File: config.mk
export PLATFORM = sky130hd
export DESIGN_NAME = homeostasis_scheduler
export DESIGN_NICKNAME = d
export VERILOG_FILES = /design/src/rtl/homeostasis_scheduler.sv
export SDC_FILE = /design/constraint.sdc
export NUM_CORES = 1
export LEC_CHECK = 0
export CORE_MARGIN = 2
export CORE_UTILIZATION = 35
export CTS_CLUSTER_SIZE = 30
export DETAILED_ROUTE_END_ITERATION = 10
export PLACE_DENSITY = 0.59
export SYNTH_ARGS = -nofsm -noshare
export SYNTH_HDL_FRONTEND = slang
export SYNTH_SLANG_ARGS = --single-unit
File: constraint.sdc
create_clock -name clk -period 10.15 [get_ports clk]
set_input_delay 1.5225 -clock clk [delete_from_list [all_inputs] [get_ports clk]]
set_output_delay 1.5225 -clock clk [all_outputs]
set_load 0.01 [all_outputs]
File: src/rtl/homeostasis_scheduler.sv
// homeostasis_scheduler
// Time-multiplexed homeostasis controller. On an epoch trigger it scans the
// per-neuron rate bus one entry per enabled cycle with a single accumulator,
// forms the mean by shift, and slews a dopamine level through a hysteresis band.
//
// Ports:
//   clk, rst        clock, synchronous active-high reset
//   clk_en          global advance enable (all state frozen when low)
//   start_i         epoch trigger, honoured in IDLE only
//   rate_sel_o      index of the rate entry requested this cycle (0 outside SCAN)
//   rate_i          rate entry selected by rate_sel_o (combinational, same cycle)
//   target_i        target mean rate
//   band_i          hysteresis half-width
//   busy_o          epoch in progress
//   done_o          one-cycle pulse when dopamine_o is updated
//   mean_o          last computed mean rate
//   dopamine_o      modulation level (neutral 128)
//   dbg_status      registered {state, 6'b0, dopamine_o, mean_o}
module homeostasis_scheduler #(
    parameter int unsigned N_NEURON = 64,
    parameter int unsigned RATE_W   = 16,
    parameter int unsigned STEP     = 16
) (
    input  logic                        clk,
    input  logic                        rst,
    input  logic                        clk_en,
    input  logic                        start_i,
    output logic [$clog2(N_NEURON)-1:0] rate_sel_o,
    input  logic [RATE_W-1:0]           rate_i,
    input  logic [15:0]                 target_i,
    input  logic [15:0]                 band_i,
    output logic                        busy_o,
    output logic                        done_o,
    output logic [15:0]                 mean_o,
    output logic [7:0]                  dopamine_o,
    output logic [31:0]                 dbg_status
);

    localparam int unsigned IDX_W = $clog2(N_NEURON);
    localparam int unsigned ACC_W = RATE_W + IDX_W;

    typedef enum logic [1:0] {
        IDLE   = 2'd0,
        SCAN   = 2'd1,
        DIV    = 2'd2,
        UPDATE = 2'd3
    } state_t;

    state_t            state_q, state_d;
    logic [ACC_W-1:0]  acc_q, acc_d;
    logic [IDX_W-1:0]  idx_q, idx_d;
    logic              busy_d, done_d;
    logic [15:0]       mean_d;
    logic [7:0]        dop_d;

    logic [15:0]       lo_c, hi_c;
    logic [16:0]       hi_sum_c;
    logic [8:0]        dop_up_c;

    // The scan index register drives the select port directly; it is
    // cleared on leaving SCAN so the port reads 0 at all other times.
    assign rate_sel_o = idx_q;

    // Saturating hysteresis thresholds and saturating dopamine increment.
    always_comb begin
        hi_sum_c = {1'b0, target_i} + {1'b0, band_i};
        hi_c     = hi_sum_c[16] ? 16'hFFFF : hi_sum_c[15:0];
        lo_c     = (band_i > target_i) ? 16'd0 : (target_i - band_i);
        dop_up_c = {1'b0, dopamine_o} + 9'(STEP);
    end

    // Next-state and next-value logic.
    always_comb begin
        state_d = state_q;
        acc_d   = acc_q;
        idx_d   = idx_q;
        busy_d  = busy_o;
        done_d  = 1'b0;
        mean_d  = mean_o;
        dop_d   = dopamine_o;

        case (state_q)
            IDLE: begin
                if (start_i) begin
                    state_d = SCAN;
                    acc_d   = '0;
                    idx_d   = '0;
                    busy_d  = 1'b1;
                end
            end
            SCAN: begin
                acc_d = acc_q + ACC_W'(rate_i);
                if (idx_q == IDX_W'(N_NEURON - 1)) begin
                    state_d = DIV;
                    idx_d   = '0;
                end else begin
                    idx_d = idx_q + IDX_W'(1);
                end
            end
            DIV: begin
                mean_d  = 16'(acc_q >> IDX_W);
                state_d = UPDATE;
            end
            UPDATE: begin
                if (mean_o < lo_c) begin
                    dop_d = dop_up_c[8] ? 8'hFF : dop_up_c[7:0];
                end else if (mean_o > hi_c) begin
                    dop_d = (dopamine_o < 8'(STEP)) ? 8'd0 : (dopamine_o - 8'(STEP));
                end
                done_d  = 1'b1;
                busy_d  = 1'b0;
                state_d = IDLE;
            end
            default: state_d = IDLE;
        endcase
    end

    // State and output registers; reset wins over clk_en.
    always_ff @(posedge clk) begin
        if (rst) begin
            state_q    <= IDLE;
            acc_q      <= '0;
            idx_q      <= '0;
            busy_o     <= 1'b0;
            done_o     <= 1'b0;
            mean_o     <= 16'd0;
            dopamine_o <= 8'd128;
            dbg_status <= 32'd0;
        end else if (clk_en) begin
            state_q    <= state_d;
            acc_q      <= acc_d;
            idx_q      <= idx_d;
            busy_o     <= busy_d;
            done_o     <= done_d;
            mean_o     <= mean_d;
            dopamine_o <= dop_d;
            dbg_status <= {state_q, 6'b0, dopamine_o, mean_o};
        end
    end

endmodule
After elaboration in Yosys (flattened, before gate mapping) --
Index checks and enable logic that the tools add are counted.
Word-level totals: register bits 82, bits of input ports 52, output and inout port bits 64
Operators by class: add/sub/neg operators 6, $lt $le $gt $ge 4, equality and inequality tests 6, multiplexer cells 17, reductions and logical operators 9
Operators by type and width (number):
- $pmux W22 S2 | 1
- $gt A16 B16 Y1 | 2
- $mux W16 | 2
- $mux W8 | 4
- $add A22 B16 Y22 | 1
- $mux W22 | 1
- $add A16 B16 Y17 | 1
- $lt A16 B16 Y1 | 1
- $sub A16 B16 Y16 | 1
- $mux W6 | 2
- $pmux W6 S2 | 1
- $reduce_and A3 Y1 | 4
- $add A8 B5 Y9 const B | 1
- $lt A8 B5 Y1 const B | 1
- $pmux W2 S4 | 1
- $sub A8 B5 Y8 const B | 1
- $add A6 B1 Y6 const B | 1
- $eq A6 B6 Y1 const B | 1
- $reduce_bool A2 Y1 | 3
- $eq A2 B2 Y1 const B | 2
- $mux W2 | 2
- $ne A2 B2 Y1 const B | 2
- $eq A2 B1 Y1 const B | 1
- $logic_not A2 Y1 | 1
- 3 further kinds | 4

Longest topological paths before layout --
depth in word-level cells 5, gate-level depth with buffers 20, mapped depth without buffers 19

Worst setup path after synthesis --
Ideal clock, no wire load.
path kind input -> register, from in band_i[2], to reg dopamine_o[7], arrival time 5.480 ns, required time 10.035 ns, path slack 4.555 ns, stages 19, path buffers 2, cell sequence inv_1 ha_1 buf_4 nand2b_1 a221oi_1 nor4_1 o41ai_1 a221oi_2 o21ai_2 buf_4 nor2_1 ha_1 a21oi_1 o21ai_0 a2111oi_0 a31oi_1 or3_4 or3_1 o21a_1
On the way: cells in the longest elaborated chain, start to end 5, elaborated cells between the ends (all ways) 10, classes of those cells add/sub: 2; order compare: 3; mux: 3; reduce/logical: 2
RTL lines:
- from (decl) | RTL line 31 | input logic [15:0] band_i,
- $sub A16 B16 Y16 (tied with other cells) | RTL line 68 | lo_c = (band_i > target_i) ? 16'd0 : (target_i - band_i);
- $mux W16, on equally long branches | RTL line 68, 67
- $lt A16 B16 Y1 / $gt A16 B16 Y1 (equally long branches) | RTL line 105, 107
- $reduce_bool A2 Y1 (no line)
- $reduce_and A3 Y1 (no line)
- to (signal assigned) | RTL line 136 | dopamine_o <= dop_d;
- to (decl) | RTL line 35 | output logic [7:0] dopamine_o,
Parallel ways exist; a longest one is shown, timed or not. A chain may end at the register's enable or synchronous reset.

Worst setup path in the final report --
Ends and elaborated chain as after synthesis.

==> summary.md <==
| Metric | Value |
|---|---|
| Status | `completed` |
| CP Capture Type | `register` |
| CP Data Arrival Time | `6.71 ns` |
| Seq/Total Area, Yosys | `24.8%` |
| Die H | `136 µm` |
| Post-CTS resize count | `0` |
| Layout net count | `984` |
| H-tree depth | `3` |
| Slew Viols, Final | `0` |
| Leakage Power | `3.24 nW` |
| Clock Sinks | `76` |
| Syn. warnings | `0` |
| Ys flop type | `dfxtp_1` |
| Synth top area share | `24.8%` |
| # DRC | `0` |
| Number of global-route vias before repair | `5038` |
| Post-CTS Hold Buffers | `0` |
| Yosys reg bits | `76` |
| Grt ovf | `0` |
| Met1 Track Usage GR | `22.9%` |
| Row Count | `48` |
| Synth cell types | `65` |
| Peak supply drop | `0.0721 mV` |
| Clock latency on the worst-skew pair | `0.33 ns` |
| # diodes | `0` |
| Hold Path Class | `register to register` |
| Final Non-Filler Cells | `1073` |
| Max Root-Sink Buffers | `2` |
| Hold_sp | `acc_q[21]` |
| Worst r2r src | `acc_q[0]` |
| Mapped Cells | `760` |
| Area occupied by multi-input gates | `4270 µm²` |
| Met3 Use GR | `2.13%` |
| DRT Wirelength | `15600 µm` |
| # port buffers | `109` |
| Dpl hpwl | `12100 µm` |
| Grt met2 use | `27.9%` |
| Core ar. | `17200 µm²` |
| Setup-failing EPs final | `0` |
| Share of layout cells above drive strength 1 | `3.89%` |
| Fillers | `1782` |
| DR vias | `5375` |
| Crit path launch type | `input port` |
| Cts bufs inserted | `9` |
| Worst EP required | `10.38 ns` |
| Crit Path Class | `input port to register` |
| Post-Route Setup TNS | `0 ns` |
| Placed Instances | `1057` |
| Synth top cells by count | `nor2_1, ha_1, dfxtp_1, nand2_1, a21oi_1` |
| Cell taking the most area after synthesis | `dfxtp_1` |
| First-pass GRT wire length | `25000 µm` |
| Post-CTS Setup Bufs | `0` |
| First-pass DRT Iterations | `5` |
| Worst R2R Setup Slack | `7.48 ns` |
| Post-layout min period | `6.48 ns` |
| PD cells | `113 nW/µm²` |
| Final hold vios | `0` |
| Peak Freq | `0.154 GHz` |
| Post-route ant nets | `0` |
| Layout area overhead | `23.9%` |
| Avg Vias per Cell | `5.01` |
| Max Cap Viol | `0` |
| Fin crit share | `63.8%` |
| Post-Syn Area | `6140 µm²` |
| Total Routing Usage GR | `16.8%` |
| DRT iter0 DRCs | `277` |
| DIE WIDTH | `136 µm` |
| Count leader, synth | `nor2_1` |
| Clock Skew | `0.00876 ns` |
| GR peak layer | `met2` |
| Die footprint | `18600 µm²` |
| Worst Path Max Fanout | `14` |
| Worst slew pin tran | `1.04 ns` |
| GPL Wtd Cong | `0.855` |
| Largest net degree at the start of global routing | `70` |
| Clock tree from TritonCTS | `built` |
| Syn Area/Cell | `8.07 µm²` |
| Worst relative slew slack | `30.7%` |
| Starting density of the core | `35.6%` |
| Avg WL per Cell | `14.5 µm` |
| Top Ports | `116` |
| FF/Latch Area | `1520 µm²` |
| Synth area leaders | `dfxtp_1, ha_1, nor2_1, mux2i_1, a21oi_1` |
| Async set-reset flop share out of synthesis | `0%` |
| Initial antenna violation count | `0` |
| Root buffer cell | `clkbuf_16` |
| Unrepaired setup endpoints after global routing | `no` |
| Crit. Startpoint | `band_i[2]` |
| Clock Pin Slew Worst Setup and Hold Paths | `0.06 ns` |
| Post-synth EDFFs | `0` |
## metrics by stage
| step | worst slack (ns) | power [mW] | util [%] | area [µm²] | hold WS, ns |
|---|---|---|---|---|---|
| after CTS | 3.66 | 0.868 | 44.1 | 7600 | 0.471 |
| after global routing | 3.19 | 0.907 | 44.1 | 7600 | 0.500 |
| after detailed placement | 3.31 | 0.538 | 42.3 | 7290 | 0.463 |
| final | 3.67 | 0.861 | 44.1 | 7600 | 0.467 |
| after floorplan | 4.56 | 0.478 | - | 6150 | 0.437 |
| after global placement | 3.45 | 0.538 | 42.3 | 7290 | 0.455 |
## worst max-delay path, cell delays in order
cell and delay [ns]:
clkdlybuf4s50_1 0.48, inv_1 0.05, ha_1 0.36, nand2b_1 0.22
a221oi_1 0.42, nor4_1 0.13, o41ai_1 0.57, a221oi_2 0.20
o21ai_2 0.53, o21ba_2 0.25, ha_1 0.31, a21oi_1 0.12
o21ai_0 0.09, a2111oi_0 0.42, a31oi_1 0.17, or3_4 0.44
or3_1 0.31, o21a_1 0.10
## registers in the layout (all words and copies together) (netlist names)
name and count:
dbg_status 23, acc_q 22, mean_o 16, rate_sel_o 6, dopamine_o 5, state_q 2
busy_o 1, done_o 1
## worst paths after layout
check / to / depth (start not counted)
min: mean_o[15] / 2
min reg2reg: mean_o[15] / 2
max: dopamine_o[7] / 18
max reg2reg: acc_q[18] / 10
## final cells by class
class | instances | share of cell area (%)
clock inverters | 5 | 0.773
inverters | 35 | 1.73
well taps | 225 | 3.70
flip-flops and latches | 76 | 20.0
clock buffers | 11 | 3.32
repair buffers | 110 | 14.3
multi-input cells | 611 | 56.1
## where the power goes
| group | internal (mW) | switching, mW |
|---|---|---|
| Sequential | 0.303 | 0.00465 |
| Combinational | 0.0987 | 0.126 |
| Clock | 0.204 | 0.124 |
| Total | 0.606 | 0.255 |
## cell usage in the layout, fill, tap and decap left out, types with 13 or more instances in the layout
| cell | n |
|---|---|
| nor3_1 | 16 |
| mux2i_1 | 29 |
| inv_1 | 35 |
| a22oi_1 | 13 |
| xor2_1 | 15 |
| nand2_1 | 74 |
| nor2_1 | 95 |
| clkdlybuf4s50_1 | 107 |
| a21oi_1 | 57 |
| xnor2_1 | 28 |
| ha_1 | 86 |
| dfxtp_1 | 76 |
| a21o_1 | 21 |
| nand3_1 | 18 |
| o21ai_0 | 20 |
## per-layer routing
metal / share of wire, % / vias to the layer above / wire length, µm
li1: - / 2838 / -
met5: 0 / - / 0
met1: 49 / 2424 / 7630
met4: 1.4 / 0 / 219
met3: 3.1 / 14 / 486
met2: 46 / 99 / 7220
## kinds of logic (layout without fill, tap and decap cells)
group / after synthesis / count (layout) / synth area share, %
AOI/OAI and AO/OA: 178 / 178 / 19.7
xor gates and xnor gates: 43 / 43 / 6.14
adders and majority gates: 89 / 89 / 18.5
buffers and inverters: 78 / 161 / 5.93
DFF: 76 / 76 / 24.8
muxes: 30 / 30 / 4.91
other: 1 / 6 / 0.0611
and+or+nand+nor: 265 / 265 / 19.9
Note: power is estimated with default switching activity, not from simulation.
